File: config.mk
export PLATFORM = sky130hd
export DESIGN_NAME = alarm_sequencer
export DESIGN_NICKNAME = d
export VERILOG_FILES = /design/src/rtl/alarm_sequencer.sv
export SDC_FILE = /design/constraint.sdc
export NUM_CORES = 1
export LEC_CHECK = 0
export CAP_MARGIN = 0
export CORE_MARGIN = 1
export CORE_UTILIZATION = 40
export DETAILED_ROUTE_END_ITERATION = 8
export PLACE_DENSITY = 0.65
export SKIP_CTS_REPAIR_TIMING = 1
export SLEW_MARGIN = 15
export SYNTH_ARGS = -nofsm -noshare
export SYNTH_HDL_FRONTEND = slang
export SYNTH_SLANG_ARGS = --single-unit
File: constraint.sdc
create_clock -name clk_2 -period 5.35 [get_ports clk_2]
set_input_delay 0.8025 -clock clk_2 [delete_from_list [all_inputs] [get_ports clk_2]]
set_output_delay 0.8025 -clock clk_2 [all_outputs]
set_load 0.05 [all_outputs]
File: src/rtl/alarm_sequencer.sv
// Alarm sequencer: filters the raw alarm request with an arming delay, latches the
// siren until acknowledged, blinks an indicator, re-arms on a persistent cause and counts events.
module alarm_sequencer #(
  parameter int DELAY     = 3,
  parameter int BLINK     = 2,
  parameter int REARM     = 8,
  parameter int NBITS_CNT = 8
) (
  input  logic                 clk_2,
  input  logic                 reset_n,
  input  logic                 alarm_req,
  input  logic                 ack,
  output logic                 sirene,
  output logic                 blink,
  output logic                 arming,
  output logic [1:0]           state_o,
  output logic [NBITS_CNT-1:0] alarm_count
);

  localparam int CMAX = (DELAY > REARM) ? DELAY : REARM;
  localparam int CW   = $clog2(CMAX + 1);
  localparam int BW   = $clog2(BLINK + 1);

  typedef enum logic [1:0] {
    IDLE     = 2'd0,
    ARMING   = 2'd1,
    ALARM    = 2'd2,
    SILENCED = 2'd3
  } state_t;

  state_t               state_q, state_n;
  logic [CW-1:0]        cnt_q, cnt_n;
  logic [BW-1:0]        bcnt_q, bcnt_n;
  logic                 blink_q, blink_n;
  logic [NBITS_CNT-1:0] count_q, count_n;
  logic                 enter_alarm;

  always_ff @(posedge clk_2 or negedge reset_n) begin
    if (!reset_n) begin
      state_q <= IDLE;
      cnt_q   <= '0;
      bcnt_q  <= '0;
      blink_q <= 1'b0;
      count_q <= '0;
    end else begin
      state_q <= state_n;
      cnt_q   <= cnt_n;
      bcnt_q  <= bcnt_n;
      blink_q <= blink_n;
      count_q <= count_n;
    end
  end

  always_comb begin
    state_n     = state_q;
    cnt_n       = cnt_q;
    bcnt_n      = bcnt_q;
    blink_n     = blink_q;
    count_n     = count_q;
    enter_alarm = 1'b0;

    case (state_q)
      IDLE: begin
        if (alarm_req) begin
          state_n = ARMING;
          cnt_n   = CW'(DELAY - 1);
        end
      end
      ARMING: begin
        if (ack || !alarm_req) state_n = IDLE;
        else if (cnt_q == '0)  enter_alarm = 1'b1;
        else                   cnt_n = cnt_q - CW'(1);
      end
      ALARM: begin
        if (ack) begin
          state_n = SILENCED;
          cnt_n   = CW'(REARM - 1);
          blink_n = 1'b0;
          bcnt_n  = '0;
        end else if (bcnt_q == '0) begin
          blink_n = ~blink_q;
          bcnt_n  = BW'(BLINK - 1);
        end else begin
          bcnt_n  = bcnt_q - BW'(1);
        end
      end
      SILENCED: begin
        if (!alarm_req)       state_n = IDLE;
        else if (ack)         cnt_n = CW'(REARM - 1);
        else if (cnt_q == '0) enter_alarm = 1'b1;
        else                  cnt_n = cnt_q - CW'(1);
      end
      default: state_n = IDLE;
    endcase

    // Both entry paths share one place for blink restart and the saturating event count.
    if (enter_alarm) begin
      state_n = ALARM;
      blink_n = 1'b1;
      bcnt_n  = BW'(BLINK - 1);
      if (count_q != '1) count_n = count_q + NBITS_CNT'(1);
    end
  end

  assign sirene      = (state_q == ALARM);
  assign arming      = (state_q == ARMING);
  assign state_o     = state_q;
  assign blink       = blink_q;
  assign alarm_count = count_q;

endmodule

==> impl_metrics.csv <==
group,metric,value,unit
place,routabilityCongestion,0.819,
worst_setup_path,cpPeakStageDelay,810,ps
yosys,ys_seq_area_frac,0.427,
worst_setup_path,endpoint_kind,"output port",
drt,detailedRoute.firstPassIterationCount,4,
sta,slew_viol_final,0,
worst_setup_path,path_cells,"nand2b_1 > inv_1 > clkdlybuf4s50_1",
yosys,postSynth.asyncResetShare,1.00,
cts,cts-buffers-inserted,3,
final_layout,post_route_cells_drive_above_1_share,0.0738,
sta,final.setup_skew,4.70,ps
sta,timing_hold_violations_final,0,
worst_setup_path,crit_arrival,2080,ps
yosys,netlist_top_cells_count,"17 x dfrtp_1, 12 x nand2_1, 7 x a21oi_1, 7 x inv_1",
yosys,syn_area,997,um^2
place,place_inst,146,
sta,timing.slew.headroom,0.473,
sta,fmax,0.347,GHz
job,cap_viol_max_count,0,
drt,drt_wl_total,2.07,mm
final_layout,finalNonFillerCells,150,
final_layout,num_antenna_cells,0,
power_and_ir_drop,power_density,444,nW/um^2
yosys,synth_register_bits,17,
global_route,grt.total_usage,0.180,
sta,setup-violations-final,0,
die,die_w,51.9,um
drt,drtAntennaViolNets,0,
cts,largest_buffer_count_on_any_clock_path,2,
cts,clock_root_buffer,"clkbuf_4",
drt,drt-wirelength-per-cell,13.8,um
sta,grt_setup_unrepaired,"false",
power_and_ir_drop,peakVddDrop,0.241,mV
drt,route.detailed.vias_per_inst,5.62,
global_route,grt_overflow_total,0,
worst_setup_path,critical_path_required,4550,ps
global_route,first_global_vias,785,
yosys,postSynthCellCount,106,
yosys,synth.avg_cell_area,9.41,um^2
worst_setup_path,cpLargestDelayFamily,"buffers and inverters",
yosys,synth.lib_cells_used.distinct,39,
yosys,synth_flop_type,"dfrtp_1",
yosys,synth_fp_nets,112,
worst_setup_path,critical-path-slowest-cell,"clkdlybuf4s50_1",
worst_setup_path,critical_path_buf_inv_count,2,
die,ioPinCount,17,
die,floorplan_die_area,2700,um^2
drt,post-route-drc-count,0,
sta,timing.final.crit_period,2880,ps
cts,clock_sink_count,17,
yosys,yosys.cell_count.top_type,"dfrtp_1",
yosys,synth_warnings,0,
die,core_region_area,2280,um^2
drt,drt_first_iter_violations,16,
cts,cts.htree.levels,1,
die,dieHeight,51.9,um
final_layout,finish.net_count,129,
final_layout,flow.area_growth_from_synthesis,20.5,%
power_and_ir_drop,total_power,534,uW
yosys,netlist.top_cell.by_area,"dfrtp_1",
yosys,synth.top_cells.by_area,"dfrtp_1 43%, mux2_1 4.5%, nand2_1 4.5%",
yosys,yosysTopAreaCellShare,0.427,
outcome,outcome,"finished, final reports clean",
worst_setup_path,timing.critical_path.fanout_max,13,
final_layout,register_area,425,um^2
sta,worst_slew_pin_slew,788,ps
cts,worst_setup_hold_path_clk_slew,100,ps
sta,fin_tns_setup,0,ps
global_route,grt_max_degree,18,
yosys,synth_enable_flop_cells,0,
hold_path,timing.hold.worst.class,"reg -> reg",
drt,detailroute.via_count,843,
die,start_util,0.438,
global_route,grt_pass1_wl,3.55,mm
global_route,grt_antenna_before_repair,0,
power_and_ir_drop,power.leakage,0.000514,uW
worst_setup_path,worstSetupPathType,"reg -> out",
cts,clkLatencyLatePin,290,ps
cts,tritoncts,"yes",
final_layout,nFillCells,219,
final_layout,area_taken_by_multi_input_logic_gates,528,um^2
worst_setup_path,cp-start-kind,"flop",
sta,finalCritPeriodShare,0.538,
place,total_of_buffers_placed_on_input_and_output_ports,16,
place,detailed_place_hpwl,1.54,mm
die,placement_rows,17,
[registers in the layout (all words and copies together) (netlist names), named ones only]
| signal | cells |
|---|---|
| state_o | 1 |
| bcnt_q | 2 |
| cnt_q | 4 |
| alarm_count | 8 |
| blink | 1 |
[per-stage QoR]
step / setup slack, ps / utilization / hold slack [ps] / instance area, um^2
2_1_floorplan: 2910 / - / 499 / 997
3_3_place_gp: 2730 / 0.516 / 509 / 1170
3_5_place_dp: 2650 / 0.516 / 514 / 1170
4_1_cts: 2480 / 0.528 / 541 / 1200
5_1_grt: 2360 / 0.528 / 584 / 1200
6_report: 2470 / 0.528 / 540 / 1200
[worst paths after layout]
kind	slack [ps]	end	cells past startpoint	startpoint
hold reg to reg	540	blink	1	blink
max in group asynchronous	3890	alarm_count[7]	1	reset_n
setup reg to reg	3240	alarm_count[7]	6	cnt_q[0]
setup / recovery	2470	sirene	3	state_o[0]
hold / removal	540	blink	1	blink
min in group asynchronous	960	cnt_q[0]	1	reset_n
[report_power, final]
part | internal [uW] | total (uW) | leakage (uW) | switching (uW)
sequential | 161 | 210 | 0.000221 | 50.0
clock | 28.9 | 68.3 | 0.0000150 | 39.4
combinational | 100 | 255 | 0.000278 | 155
[kinds of logic after synthesis]
family	after synthesis	synth area share
buf+inv	11	0.0439
xor+xnor	2	0.0176
simple gates	42	0.247
compound gates	27	0.179
flops	17	0.427
mux	5	0.0602
fa+ha+maj	2	0.0251
[layer usage]
metal	global-route usage	wire length (um)	vias up
met5	0	0	-
met4	0.0811	25	0
met3	0.0351	71	4
met2	0.308	1010	18
met1	0.216	955	400
li1	-	-	421
[cell type report]
cell class / instances / share of cell area
Timing Repair Buffer: 16 / 0.133
Sequential cell: 17 / 0.354
Inverter: 7 / 0.0219
Multi-Input combinational cell: 78 / 0.440
Tap cell: 28 / 0.0292
Clock buffer: 4 / 0.0219
[cells in the final DEF, fill, tap and decap left out, types with 2 or more instances in the layout]
cell / netlist / layout
a21boi_1: 2 / 2
a21oi_1: 7 / 7
clkbuf_4: 0 / 3
clkdlybuf4s50_1: 0 / 16
dfrtp_1: 17 / 17
ha_1: 2 / 2
inv_1: 7 / 7
mux2_1: 4 / 4
nand2_1: 12 / 12
nand2b_1: 3 / 3
nand3_1: 4 / 4
nor2_1: 3 / 3
nor2b_1: 3 / 3
nor3_1: 5 / 5
o211ai_1: 2 / 2
o21ai_0: 5 / 5
o21ai_1: 2 / 2
or4_1: 2 / 2
xnor2_1: 2 / 2
No activity file was read; power rests on OpenSTA's default activity.
